**src/rtl/ddfs_sweep_ctrl_pkg.sv**
```systemverilog
`default_nettype none
// ============================================================================
// Module      : ddfs_sweep_ctrl_pkg
// Description : Shared widths, FSM state encoding and sweep-mode constants
//               for the DDFS frequency-sweep sequencer (FW width is also the
//               width of ddfs.fw).
// Revision    : 1.0 - initial release
// ============================================================================
package ddfs_sweep_ctrl_pkg;

  localparam int DDFS_FW_W    = 7;
  localparam int DDFS_DWELL_W = 16;

  typedef enum logic [2:0] {
    S_IDLE  = 3'd0,
    S_LOAD  = 3'd1,
    S_DWELL = 3'd2,
    S_STEP  = 3'd3,
    S_DONE  = 3'd4
  } state_t;

  localparam logic [1:0] M_UP       = 2'b00;
  localparam logic [1:0] M_DOWN     = 2'b01;
  localparam logic [1:0] M_PINGPONG = 2'b10;
  localparam logic [1:0] M_SAW      = 2'b11;

  localparam logic DIR_UP   = 1'b1;
  localparam logic DIR_DOWN = 1'b0;

endpackage
`default_nettype wire

```
**src/rtl/ddfs_dwell_cnt.sv**
```systemverilog
`default_nettype none
// ============================================================================
// Module      : ddfs_dwell_cnt
// Description : Counts waveform-period wraps while enabled and flags the wrap
//               that completes a dwell. A target of 0 behaves like 1.
// Revision    : 1.0 - initial release
// ============================================================================
module ddfs_dwell_cnt
  import ddfs_sweep_ctrl_pkg::*;
#(
  parameter int DWELL_W = DDFS_DWELL_W
) (
  input  logic               clk_div,
  input  logic               rst_n,
  input  logic               clear,
  input  logic               wrap,
  input  logic [DWELL_W-1:0] target,
  output logic               expire
);

  logic [DWELL_W-1:0] r_cnt;
  logic [DWELL_W-1:0] w_last;

  // Index of the final wrap in a dwell; target 0 maps to a one-period dwell.
  assign w_last = (target == '0) ? '0 : target - DWELL_W'(1);
  assign expire = wrap && !clear && (r_cnt == w_last);

  // Wrap counter: held at zero while cleared, restarts after each expiry.
  always_ff @(posedge clk_div or negedge rst_n) begin
    if (!rst_n) begin
      r_cnt <= '0;
    end else if (clear) begin
      r_cnt <= '0;
    end else if (wrap) begin
      r_cnt <= expire ? '0 : r_cnt + DWELL_W'(1);
    end
  end

endmodule
`default_nettype wire

```
**src/rtl/ddfs_sweep_ctrl.sv**
```systemverilog
`default_nettype none
// ============================================================================
// Module      : ddfs_sweep_ctrl
// Description : Frequency-sweep sequencer. Steps the DDFS frequency word
//               between lo and hi (single up/down, ping-pong, sawtooth),
//               updating only one cycle after a dwell's last period wrap.
// Revision    : 1.0 - initial release
// ============================================================================
module ddfs_sweep_ctrl
  import ddfs_sweep_ctrl_pkg::*;
#(
  parameter int FW_W    = DDFS_FW_W,
  parameter int DWELL_W = DDFS_DWELL_W
) (
  input  logic               clk_div,
  input  logic               rst_n,
  input  logic               start,
  input  logic               abort,
  input  logic [1:0]         mode,
  input  logic [FW_W-1:0]    fw_start,
  input  logic [FW_W-1:0]    fw_stop,
  input  logic [FW_W-1:0]    fw_step,
  input  logic [DWELL_W-1:0] dwell,
  input  logic               period_wrap,
  output logic [FW_W-1:0]    fw,
  output logic               busy,
  output logic               step_strobe,
  output logic               done
);

  state_t r_state, w_state_nxt;

  logic [1:0]         r_mode;
  logic [FW_W-1:0]    r_lo, r_hi, r_step;
  logic [DWELL_W-1:0] r_dwell;

  logic [FW_W-1:0] r_fw, w_fw_nxt;
  logic            r_dir, w_dir_nxt;
  logic            r_busy, w_busy_nxt;
  logic            r_strobe, w_strobe_nxt;
  logic            r_done, w_done_nxt;

  logic            w_cfg_load;
  logic [FW_W-1:0] w_in_lo, w_in_hi;
  logic [FW_W:0]   w_sum, w_diff;
  logic [FW_W-1:0] w_next_up, w_next_dn;
  logic            w_expire, w_cnt_clear;

  assign w_cfg_load = (r_state == S_IDLE) && start && !abort;
  assign w_in_lo    = (fw_start <= fw_stop) ? fw_start : fw_stop;
  assign w_in_hi    = (fw_start <= fw_stop) ? fw_stop  : fw_start;

  // One extra bit keeps the carry/borrow so saturation never wraps around.
  assign w_sum     = {1'b0, r_fw} + {1'b0, r_step};
  assign w_diff    = {1'b0, r_fw} - {1'b0, r_step};
  assign w_next_up = (w_sum >= {1'b0, r_hi}) ? r_hi : w_sum[FW_W-1:0];
  assign w_next_dn = (w_diff[FW_W] || (w_diff[FW_W-1:0] <= r_lo)) ? r_lo : w_diff[FW_W-1:0];

  // Wraps are only counted in DWELL; LOAD and STEP keep the counter cleared.
  assign w_cnt_clear = (r_state != S_DWELL);

  ddfs_dwell_cnt #(
    .DWELL_W (DWELL_W)
  ) u_dwell_cnt (
    .clk_div (clk_div),
    .rst_n   (rst_n),
    .clear   (w_cnt_clear),
    .wrap    (period_wrap),
    .target  (r_dwell),
    .expire  (w_expire)
  );

  // Sweep configuration captured on an accepted start; step 0 behaves as 1.
  always_ff @(posedge clk_div or negedge rst_n) begin
    if (!rst_n) begin
      r_mode  <= M_UP;
      r_lo    <= '0;
      r_hi    <= '0;
      r_step  <= '0;
      r_dwell <= '0;
    end else if (w_cfg_load) begin
      r_mode  <= mode;
      r_lo    <= w_in_lo;
      r_hi    <= w_in_hi;
      r_step  <= (fw_step == '0) ? FW_W'(1) : fw_step;
      r_dwell <= dwell;
    end
  end

  // State, direction and registered outputs.
  always_ff @(posedge clk_div or negedge rst_n) begin
    if (!rst_n) begin
      r_state  <= S_IDLE;
      r_fw     <= '0;
      r_dir    <= DIR_UP;
      r_busy   <= 1'b0;
      r_strobe <= 1'b0;
      r_done   <= 1'b0;
    end else begin
      r_state  <= w_state_nxt;
      r_fw     <= w_fw_nxt;
      r_dir    <= w_dir_nxt;
      r_busy   <= w_busy_nxt;
      r_strobe <= w_strobe_nxt;
      r_done   <= w_done_nxt;
    end
  end

  // Next-state and next-output logic; abort overrides every transition.
  always_comb begin
    w_state_nxt  = r_state;
    w_fw_nxt     = r_fw;
    w_dir_nxt    = r_dir;
    w_strobe_nxt = 1'b0;

    case (r_state)
      S_IDLE: begin
        if (start) begin
          w_state_nxt = S_LOAD;
          w_fw_nxt    = (mode == M_DOWN) ? w_in_hi : w_in_lo;
          w_dir_nxt   = (mode == M_DOWN) ? DIR_DOWN : DIR_UP;
        end
      end
      S_LOAD:  w_state_nxt = S_DWELL;
      S_DWELL: if (w_expire) w_state_nxt = S_STEP;
      S_STEP: begin
        w_state_nxt = S_DWELL;
        case (r_mode)
          M_UP: begin
            if (r_fw == r_hi) begin
              w_state_nxt = S_DONE;
            end else begin
              w_fw_nxt     = w_next_up;
              w_strobe_nxt = 1'b1;
            end
          end
          M_DOWN: begin
            if (r_fw == r_lo) begin
              w_state_nxt = S_DONE;
            end else begin
              w_fw_nxt     = w_next_dn;
              w_strobe_nxt = 1'b1;
            end
          end
          M_PINGPONG: begin
            // A degenerate range has nowhere to go, so fw simply holds.
            if (r_lo != r_hi) begin
              w_strobe_nxt = 1'b1;
              if (r_dir == DIR_UP) begin
                if (r_fw == r_hi) begin
                  w_dir_nxt = DIR_DOWN;
                  w_fw_nxt  = w_next_dn;
                end else begin
                  w_fw_nxt  = w_next_up;
                end
              end else begin
                if (r_fw == r_lo) begin
                  w_dir_nxt = DIR_UP;
                  w_fw_nxt  = w_next_up;
                end else begin
                  w_fw_nxt  = w_next_dn;
                end
              end
            end
          end
          M_SAW: begin
            w_fw_nxt     = (r_fw == r_hi) ? r_lo : w_next_up;
            w_strobe_nxt = 1'b1;
          end
        endcase
      end
      S_DONE:  w_state_nxt = S_IDLE;
      default: w_state_nxt = S_IDLE;
    endcase

    if (abort) begin
      w_state_nxt  = S_IDLE;
      w_fw_nxt     = r_fw;
      w_dir_nxt    = r_dir;
      w_strobe_nxt = 1'b0;
    end

    w_done_nxt = (w_state_nxt == S_DONE);
    w_busy_nxt = (w_state_nxt == S_LOAD) || (w_state_nxt == S_DWELL) ||
                 (w_state_nxt == S_STEP);
  end

  assign fw          = r_fw;
  assign busy        = r_busy;
  assign step_strobe = r_strobe;
  assign done        = r_done;

endmodule
`default_nettype wire
```
**config.mk**
```make
export PLATFORM = sky130hd
export DESIGN_NAME = ddfs_sweep_ctrl
export DESIGN_NICKNAME = d
export VERILOG_FILES = /design/src/rtl/ddfs_sweep_ctrl_pkg.sv /design/src/rtl/ddfs_dwell_cnt.sv /design/src/rtl/ddfs_sweep_ctrl.sv
export SDC_FILE = /design/constraint.sdc
export NUM_CORES = 1
export LEC_CHECK = 0
export BUFFER_PORTS_ARGS = -buffer_cell sky130_fd_sc_hd__buf_2
export CORE_MARGIN = 3
export CORE_UTILIZATION = 35
export CTS_BUF_LIST = sky130_fd_sc_hd__clkbuf_16
export DETAILED_ROUTE_END_ITERATION = 8
export MAX_ROUTING_LAYER = met4
export SETUP_SLACK_MARGIN = 0.1
export SKIP_CTS_REPAIR_TIMING = 1
export SYNTH_ARGS = -nofsm -noshare
export SYNTH_HDL_FRONTEND = slang
export SYNTH_SLANG_ARGS = --single-unit
```
**constraint.sdc**
```tcl
create_clock -name clk_div -period 10.5 [get_ports clk_div]
set_clock_uncertainty 0.05 [all_clocks]
set_input_delay 1.575 -clock clk_div [delete_from_list [all_inputs] [get_ports clk_div]]
set_output_delay 1.575 -clock clk_div [all_outputs]
set_load 0.1 [all_outputs]
```
# Yosys cells after proc, flatten, opt, wreduce, memory -nomap -nowiden
# Cells that the tools add are included.
op_classes:
  n_reduce_logical: 17
  n_addsub: 4
  n_bitwise: 1
  eq_ne: 22
  mux: 40
  magnitude_cmp: 3
ops:
  columns: ["cell", "n"]
  rows:
  - ["$mux W7", 14]
  - ["$mux W16", 4]
  - ["$pmux W7 S4", 1]
  - ["$add A16 B1 Y16 const B", 1]
  - ["$eq A16 B16 Y1", 1]
  - ["$logic_not A16 Y1", 1]
  - ["$sub A16 B1 Y16 const B", 1]
  - ["$mux W3", 5]
  - ["$eq A7 B7 Y1", 2]
  - ["$le A7 B7 Y1", 2]
  - ["$pmux W7 S2", 1]
  - ["$eq A3 B2 Y1 const B", 4]
  - ["$pmux W3 S4", 1]
  - ["$mux W1", 11]
  - ["$ne A3 B3 Y1 const B", 3]
  - ["$add A7 B7 Y8", 1]
  - ["$ge A8 B7 Y1", 1]
  - ["$sub A7 B7 Y8", 1]
  - ["$logic_not A7 Y1", 1]
  - ["$ne A7 B7 Y1", 1]
  - ["$eq A3 B1 Y1 const B", 2]
  - ["$ne A2 B2 Y1 const B", 3]
  - ["$pmux W3 S2", 1]
  - ["$reduce_and A6 Y1", 1]
  - ["other kinds (14)", 23]
totals:
  output_inout_bits: 10
  elab_cells: 99
  register_bits: 69
  inputBits: 44

# Depth between registers and ports, before layout
# Gate-level depths: netlist (run 1).
logic_depth:
  ltp_word: 10
  ltp_mapped: 17
  mapped_depth_nobuf: 17

# By module
# A second synthesis (run 1) with hierarchy kept.
unflattened:
  hier_cells: 687
  hier_area_um2: 5642.9
by_module_without_submodules:
  columns: ["module", "seq_area_each_um2", "area_each_um2", "cells_each", "instances"]
  rows:
  - ["ddfs_sweep_ctrl", 1327.5, 3951.3, 478, 1]
  - ["ddfs_dwell_cnt", 400.4, 1691.6, 209, 1]

# Least setup slack after synthesis (run 1)
# OpenSTA, ideal clock, no wires.
synth_path:
  kind: "reg2reg"
  start: "register r_fw[1], in the netlist fw[1]"
  end: "register r_fw[6], in the netlist fw[6]"
  setup_time_ps: 142
  stages_incl_launch_ff: 15
  path_buffers: 0
  synth_period_minus_slack_ps: 4316
  t_required_ps: 10308
  arrival_time_ps: 4124
  path_slack_ps: 6184
  cell_sequence: "dfrtp_1 > inv_1 > fa_1 > o21bai_1 > a21oi_1 > o21bai_1 > a21oi_1 > xnor2_1 > ha_1 > o2111ai_1 > a21oi_1 > a311oi_1 > mux2_2 > a22oi_1 > a31oi_1"
synth_via:
  elab_chain_len: 9
  elab_cells_between_ends: 21
  classes_between: "add/sub (2); order compare (2); eq/ne (4); mux (11); reduce/logical (2)"
synth_rtl:
  columns: ["item", "line", "text"]
  rows:
  - ["from (decl)", "ddfs_sweep_ctrl.sv:37", "logic [FW_W-1:0] r_fw, w_fw_nxt;"]
  - ["from (signal assigned)", "ddfs_sweep_ctrl.sv:101", "r_fw <= w_fw_nxt;"]
  - ["$sub A7 B7 Y8", "ddfs_sweep_ctrl.sv:55", "assign w_diff = {1'b0, r_fw} - {1'b0, r_step};"]
  - ["$le A7 B7 Y1", "ddfs_sweep_ctrl.sv:57", "assign w_next_dn = (w_diff[FW_W] || (w_diff[FW_W-1:0] <= r_lo)) ? r_lo : w_diff[FW_W-1:0];"]
  - ["$logic_or A1 B1 Y1", "ddfs_sweep_ctrl.sv:57", null]
  - ["$mux W7", "ddfs_sweep_ctrl.sv:57", null]
  - ["$mux W7 (on tied branches)", "ddfs_sweep_ctrl.sv:157, ddfs_sweep_ctrl.sv:150", null]
  - ["$mux W7", "ddfs_sweep_ctrl.sv:149", "if (r_dir == DIR_UP) begin"]
  - ["$mux W7", "ddfs_sweep_ctrl.sv:147", "if (r_lo != r_hi) begin"]
  - ["$pmux W7 S4", "ddfs_sweep_ctrl.sv:128", "case (r_mode)"]
  - ["$pmux W7 S2", "ddfs_sweep_ctrl.sv:116", "case (r_state)"]
# Several ways; a longest one is shown, not always the timed one. The select of a mux whose other input is x is not followed.
# A chain may end at the register's enable or synchronous reset.

# Final worst setup path (run 1)
layout_path:
  start: "register r_fw[1], in the netlist fw[1]"
  end: "register r_fw[0], in the netlist fw[0]"
# The elaborated chain is that of the path after synthesis.

==> results of run 1 <==
[cell usage after synthesis, types with 3 or more instances]
cell / instances
nor4_1: 12
nand3b_1: 3
nor2_1: 33
o21ai_0: 41
nor3_1: 9
or3_1: 5
o211a_1: 6
nand3_1: 15
o21bai_1: 5
mux2_2: 36
o31ai_1: 5
nor2b_1: 7
o22ai_1: 13
a21oi_1: 23
o21ai_1: 6
or4_1: 3
or2_2: 4
dfrtp_1: 68
mux2i_1: 9
xor2_1: 20
xnor2_1: 21
o21a_1: 8
nand2b_1: 7
a211oi_1: 4
nand4_1: 17
nand2_1: 47
and2_1: 3
inv_1: 46
clkbuf_1: 29
a21o_1: 4
a31oi_1: 12
o311ai_1: 7
a22oi_1: 6
and3_1: 6
ha_1: 37
[layer usage]
metal,track usage,part of all wire
met1,0.2282,0.47
met2,0.2685,0.47
met3,0.02833,0.042
met4,0.07176,0.021
met5,-,0
[critical path, cell delays in order (launching register included)]
cell      delay [ns]
dfrtp_1         0.48
ha_1            0.35
nor2b_1         0.14
o21a_1          0.18
o21ai_0         0.22
nand2b_1        0.09
a21oi_1         0.18
xnor2_1         0.13
ha_1            0.35
o21a_1          0.13
o21a_1          0.10
o221ai_1        0.12
a211o_1         0.31
nor3b_1         0.70
a21oi_1         0.09
o211a_1         0.24
o22ai_1         0.12
[where the power goes]
group | switching, W | internal (W) | total, W
clock | 0.000119 | 0.000182 | 0.000302
sequential | 0.0000843 | 0.000309 | 0.000393
combinational | 0.000387 | 0.000286 | 0.000673
total | 0.000590 | 0.000778 | 0.00137
[worst max-delay path by stage]
| stage | startpoint | endpoint | slack, ns | cells after the start |
|---|---|---|---|---|
| 2_1_floorplan | fw[1] | fw[6] | 6.18 | 14 |
| 3_3_place_gp | fw_stop[1] | fw[0] | 6.55 | 11 |
| 3_5_place_dp | fw_stop[1] | fw[0] | 6.46 | 11 |
| 4_1_cts | fw[1] | fw[0] | 6.49 | 16 |
| 5_1_grt | fw[0] | fw[0] | 6.10 | 16 |
| 6_report | fw[1] | fw[0] | 6.43 | 16 |
[per-stage QoR]
step,instances,util,setup WS [ns],total power [W],cell area [um2]
CTS,875,0.4063,6.490,0.001375,6222
global route,875,0.4063,6.096,0.001471,6222
floorplan,626,-,6.184,0.0008877,5514
finish,875,0.4063,6.426,0.001368,6222
detailed placement,859,0.3873,6.461,0.001063,5931
global placement,859,0.3873,6.555,0.001040,5931
[layout make-up]
cell class / instances / area [um2]
Sequential cell: 69 / 1728
Multi-Input combinational cell: 476 / 3471
Fill cell: 1561 / 9092
Tap cell: 211 / 264.0
Clock inverter: 7 / 66.31
Clock buffer: 9 / 225.2
Timing Repair Buffer: 57 / 295.3
Inverter: 46 / 172.7
[state kept, by name (all words and copies together) (netlist names), 2 cells and up]
signal	count
r_lo	7
r_dwell	16
r_step	7
fw	7
r_hi	7
u_dwell_cnt.r_cnt	16
r_mode	2
r_state	3
[cell families after synthesis]
kind of cell	Yosys count	share of synthesized area
AND/OR/NAND/NOR	189	0.1843
AO/OA/AOI/OAI	161	0.1931
buffers and inverters	81	0.05899
flip-flops	69	0.3134
multiplexers	45	0.08986
XOR/XNOR	42	0.06921
adder cells (fa/ha/maj)	39	0.09122
==> out/metrics.yaml, run 1 <==
timing:
  setup_violations: 0
  maxSlewViolCount: 0
  timing_hold_violations_final: 0
  rsz0062_at_grt: "false"
  finalSetupTns_ns: 0
  finalCritPeriodShare: 0.3880
  worstMarginPinSlew_ns: 1.209
  hold_ws_ns: 0.4954
  layout_min_cycle_time_ns: 4.074
  relSlewSlack: 0.1924
  fmax_mhz: 245.5
grt:
  grt_remaining_overflow: 0
  grt_pass1_wl_mm: 24.24
  grt_pass1_vias: 4868
  antenna_found_initial: 0
  grt_max_degree: 70
  track_usage: 0.1740
pwr:
  power_density_nw_per_um2: 219.9
  p_leak_nw: 2.695
  ir_drop_v: 0.0001128
yosys:
  synth_fp_nets: 709
  ys_seq_area_frac: 0.3134
  synth_top_area_share: 0.3086
  synth_area_per_cell_um2: 8.808
  syn_inst: 626
  syn_area_um2: 5514
  synth_top_cell_by_area: "dfrtp_1"
  synth_area_leaders: "dfrtp_1 (31%), ha_1 (8.4%), mux2_2 (7.4%)"
  synth_edf_count: 0
  async_reset_ff_frac: 1.000
  ys_seq_elements: 69
  ys.flop_type: "dfrtp_1"
  synth.distinct_cells: 76
  ys.warnings.count: 0
cts:
  cts_tree: "done"
  cts_root_buf: "clkbuf_16"
  cts.clk_slew.worst_paths_ns: 0.06
  clk_latency_ns: 0.34
  clockBufferDepth: 2
  clock-sinks: 69
  htree_num_levels: 3
  numCtsBuffers: 9
floorplanning:
  design.portCount: 54
  die_x_um: 131.5
  core_region_area_um2: 15310
  die-area_um2: 17300
  rows: 45
  die_y_um: 131.5
  start_util: 0.3600
route:
  wirelength_mm: 14.53
  drc: 0
  drt_iter0_drc: 340
  wl_per_cell_um: 16.60
  vias_per_cell: 5.536
  first_pass_iters: 5
  vias: 4844
  ant_nets: 0
critical_path:
  worstReg2RegEnd: "fw[0]"
  crit_fanout: 7
  critPathKind: "register to register"
  end_kind: "register"
  arrival_ns: 4.28
  worst_ep_required_time_ns: 10.71
  r2r-start: "fw[1]"
  reg2reg_slack_ns: 6.43
  start_kind: "register"
  r2r_cells: 16
finish:
  synthToLayoutAreaGrowth_pct: 12.84
  drive_above_1_share: 0.1822
  nNetsFinal: 742
  diodes: 0
  final_common_cell: "dfrtp_1"
  final_cell_mix: "dfrtp_1 (68), buf_2 (53), nand2_1 (47), inv_1 (47), o21ai_0 (41)"
place:
  portBuffers: 53
  dp_hpwl_mm: 10.87
  gp_congestion: 0.8422
status:
  status: "finished, final reports clean"
min_path:
  hold_depth: 2
  min_from: "r_step[0]"
  whs_endpoint: "r_step[0]"
  hold_class: "register to register"
flow_run:
  drv_cap: 0
Power figures use the tool's default switching activity.
==> inputs of run 2 (changes only) <==
Clock period 10.5 ns to 3.6 ns, I/O delays scaled along.
==> out/metrics.yaml, run 2 (synthesis results as in run 1) <==
critical_path:
  critPathKind: "register to register"
  worstReg2RegEnd: "fw[6]"
  arrival_ns: 3.65
  crit_fanout: 6
  end_kind: "register"
  r2r-start: "fw[4]"
  reg2reg_slack_ns: 0.09
  start_kind: "register"
  worst_ep_required_time_ns: 3.74
  startpoint: "fw[4]"
  r2r_cells: 13
floorplanning:
  core_region_area_um2: 15310
  die_x_um: 131.5
  die-area_um2: 17300
  rows: 45
  start_util: 0.3600
  die_y_um: 131.5
  design.portCount: 54
finish:
  nNetsFinal: 777
  final_cell_mix: "dfrtp_1 (62), buf_2 (53), nand2_1 (47), inv_1 (42), o21ai_0 (39)"
  synthToLayoutAreaGrowth_pct: 22.42
  diodes: 0
  final_cell_area_um2: 6750
  drive_above_1_share: 0.2808
  top_regs: "r_dwell (16), u_dwell_cnt.r_cnt (16)"
  utilization: 0.4408
  final_common_cell: "dfrtp_1"
  fill_cells: 1554
grt:
  track_usage: 0.1843
  grt_pass1_wl_mm: 24.76
  grt_max_degree: 64
  grt_pass1_vias: 4580
  grt_remaining_overflow: 0
  antenna_found_initial: 0
route:
  ant_nets: 0
  wirelength_mm: 15.97
  vias_per_cell: 5.498
  first_pass_iters: 5
  drt_iter0_drc: 388
  wl_per_cell_um: 17.56
  drc: 0
  vias: 4998
status:
  status: "finished, final reports clean"
timing:
  setup_violations: 0
  maxSlewViolCount: 0
  fmax_mhz: 285.2
  rsz0062_at_grt: "true"
  layout_min_cycle_time_ns: 3.506
  relSlewSlack: 0.2887
  timing_hold_violations_final: 0
  worstMarginPinSlew_ns: 1.065
  finalCritPeriodShare: 0.9739
cts:
  cts.clk_slew.worst_paths_ns: 0.06
  cts_root_buf: "clkbuf_16"
  cts_tree: "done"
  htree_num_levels: 3
  clk_latency_ns: 0.35
  numCtsBuffers: 9
  clockBufferDepth: 2
  clock-sinks: 69
place:
  gp_congestion: 0.9612
  dp_hpwl_mm: 11.75
  portBuffers: 53
  placed_area_um2: 6190
flow_run:
  drv_cap: 0
pwr:
  power_density_nw_per_um2: 695.4
  p_leak_nw: 2.888
  ir_drop_v: 0.0002719
  p_total_w: 0.004694
min_path:
  hold_class: "input port to async pin"
run 2: cell types whose count changed in the layout (fill, tap and decap cells not counted), moves of 4 or more:
cell	change
a21oi_1	-7
ha_4	+4
a22oi_1	-5
mux2_4	+5
buf_4	+31
inv_1	-5
dfrtp_1	-6
mux2_2	-5
a21oi_2	+7
ha_1	-5
a22oi_2	+5
run 2: final cells by class:
cell class	count	area, um2	share of cell area
multi-input cells	476	3716	0.5505
flip-flops and latches	69	1743	0.2582
repair buffers	92	595.6	0.08823
well taps	211	264.0	0.03911
clock buffers	9	225.2	0.03336
inverters	46	175.2	0.02595
clock inverters	6	31.28	0.004634
run 2: stage by stage:
stage / instances / setup WS, ns / TNS, ns / hold slack [ns]
floorplan: 626 / 0.1087 / 0 / 0.1944
global placement: 881 / 0.09588 / 0 / 0.4731
detailed placement: 881 / -0.02416 / -0.02416 / 0.4802
CTS: 896 / -0.02255 / -0.02255 / 0.3497
global route: 909 / -0.05881 / -0.1736 / 0.3721
finish: 909 / 0.09407 / 0 / 0.3380
run 2: worst max-delay path by stage:
stage / slack, ns / end / cells after the start
global route: -0.06 / fw[6] / 16
finish: 0.09 / fw[6] / 13
detailed placement: -0.02 / fw[0] / 16
CTS: -0.02 / fw[0] / 16
floorplan: 0.11 / fw[6] / 12
global placement: 0.1 / fw[0] / 16
run 2: critical path, stage by stage, from the launching register on:
cell and delay (ns):
dfrtp_2 0.43, ha_2 0.41, inv_1 0.13, a21oi_1 0.27
o31ai_4 0.16, xnor2_2 0.17, ha_1 0.33, a21oi_1 0.21
o21ai_2 0.11, a311oi_4 0.35, buf_12 0.17, mux2_4 0.30
a22oi_2 0.17, a31oi_1 0.09
run 2: per-layer routing:
layer / track usage / vias up / wire, um
met5: - / - / 0
met4: 0.06243 / 0 / 235
met3: 0.03675 / 15 / 817
met2: 0.2630 / 130 / 7141
met1: 0.2607 / 2430 / 7772
li1: - / 2423 / -
run 2: power by group:
| group | total, W | leakage (nW) | internal, W | switching, W |
|---|---|---|---|---|
| logic | 0.00277 | 1.91 | 0.00130 | 0.00147 |
| clock network | 0.000804 | 0.120 | 0.000453 | 0.000351 |
| registers | 0.00112 | 0.858 | 0.000910 | 0.000209 |
==> inputs of run 3 (changes only) <==
Clock period 3.6 ns to 3.9 ns, I/O delays scaled along.
==> out/metrics.yaml, run 3 (synthesis results as in run 1) <==
finish:
  diodes: 0
  utilization: 0.4155
  nNetsFinal: 755
  final_cell_mix: "dfrtp_1 (63), buf_2 (53), nand2_1 (47), inv_1 (46), o21ai_0 (40)"
  final_cell_area_um2: 6364
  synthToLayoutAreaGrowth_pct: 15.41
  top_regs: "r_dwell (16), u_dwell_cnt.r_cnt (16)"
  drive_above_1_share: 0.2112
  final-instance-count-excl-fill: 888
  final_common_cell: "dfrtp_1"
floorplanning:
  start_util: 0.3600
  core_region_area_um2: 15310
  die-area_um2: 17300
  die_y_um: 131.5
  design.portCount: 54
  rows: 45
  die_x_um: 131.5
timing:
  setup_violations: 0
  relSlewSlack: 0.2416
  finalCritPeriodShare: 0.9592
  rsz0062_at_grt: "true"
  finalSetupTns_ns: 0
  timing_hold_violations_final: 0
  worstMarginPinSlew_ns: 1.135
  layout_min_cycle_time_ns: 3.741
  maxSlewViolCount: 0
  fmax_mhz: 267.3
place:
  dp_hpwl_mm: 11.26
  placed_area_um2: 6005
  portBuffers: 53
  placed_cells_incl_taps: 867
  gp_congestion: 0.9434
cts:
  clk_latency_ns: 0.34
  cts.clk_slew.worst_paths_ns: 0.06
  htree_num_levels: 3
  clock-sinks: 69
  cts_root_buf: "clkbuf_16"
  clockBufferDepth: 2
  cts_tree: "done"
  numCtsBuffers: 9
grt:
  grt_pass1_wl_mm: 24.61
  grt_remaining_overflow: 0
  antenna_found_initial: 0
  track_usage: 0.1782
  grt_pass1_vias: 4721
  grt_max_degree: 65
pwr:
  power_density_nw_per_um2: 609.5
  ir_drop_v: 0.0002761
  p_leak_nw: 2.759
  p_total_w: 0.003879
critical_path:
  end_kind: "register"
  worstReg2RegEnd: "fw[0]"
  arrival_ns: 3.94
  r2r-start: "fw[0]"
  critPathKind: "register to register"
  worst_ep_required_time_ns: 4.10
  crit_fanout: 7
  startpoint: "fw[0]"
  r2r_cells: 17
  reg2reg_slack_ns: 0.16
  start_kind: "register"
route:
  vias_per_cell: 5.608
  vias: 4980
  wl_per_cell_um: 16.86
  drc: 0
  wirelength_mm: 14.97
  ant_nets: 0
  drt_iter0_drc: 367
  first_pass_iters: 5
status:
  status: "finished, final reports clean"
min_path:
  hold_class: "input port to async pin"
flow_run:
  drv_cap: 0
run 3: changes by cell type in the layout (fill, tap and decap cells not counted), moves of 3 or more:
cell,previous run,this run
mux2_4,5,0
mux2_2,31,36
a21oi_2,7,1
ha_4,4,0
a22oi_2,5,0
inv_2,3,0
xnor2_1,18,21
inv_1,42,46
ha_1,32,37
a21oi_1,16,22
a22oi_1,1,6
xnor2_2,3,0
buf_4,35,17
run 3: worst max-delay path, stage by stage, from the launching register on:
cell and delay [ns]:
dfrtp_4 0.44, inv_1 0.08, ha_1 0.23, fa_1 0.40, o21bai_1 0.15, a21oi_1 0.11
o21bai_1 0.13, a21oi_1 0.09, xnor2_1 0.27, ha_1 0.31, nand4_1 0.12, o221ai_1 0.14
a211o_1 0.31, nor3b_1 0.25, buf_4 0.20, a21oi_1 0.05, o211a_1 0.20, o22ai_1 0.11
run 3: worst max-delay path by stage:
stage	slack, ns	endpoint	cells after the start
2_1_floorplan	0.12	fw[0]	15
3_3_place_gp	0.37	fw[0]	16
3_5_place_dp	0.23	fw[0]	16
4_1_cts	0.21	fw[0]	16
5_1_grt	0.02	fw[0]	16
6_report	0.16	fw[0]	17
run 3: through the flow:
stage          hold WS [ns]  setup WS (ns)
2_1_floorplan        0.2394         0.1218
3_3_place_gp         0.4875         0.3667
3_5_place_dp         0.4836         0.2272
4_1_cts              0.1800         0.2090
5_1_grt              0.1933        0.02440
6_report             0.1629         0.1591
run 3: report_power, final:
part	switching [W]	internal (W)
Clock	0.000322	0.000556
Sequential	0.000215	0.000837
Combinational	0.00109	0.000858
Total	0.00163	0.00225
run 3: cell type report:
class | instances | area (um2)
Clock inverter | 7 | 88.84
Clock buffer | 9 | 225.2
Sequential cell | 69 | 1737
Inverter | 46 | 172.7
Fill cell | 1549 | 8951
Timing Repair Buffer | 70 | 392.9
Multi-Input combinational cell | 476 | 3483
Tap cell | 211 | 264.0
run 3: metal layers:
metal	GRT usage	vias to the layer above	routed length (um)
met5	-	-	0
met4	0.07001	0	420
met2	0.2542	164	6444
met3	0.03943	29	860
met1	0.2460	2405	7244
li1	-	2382	-
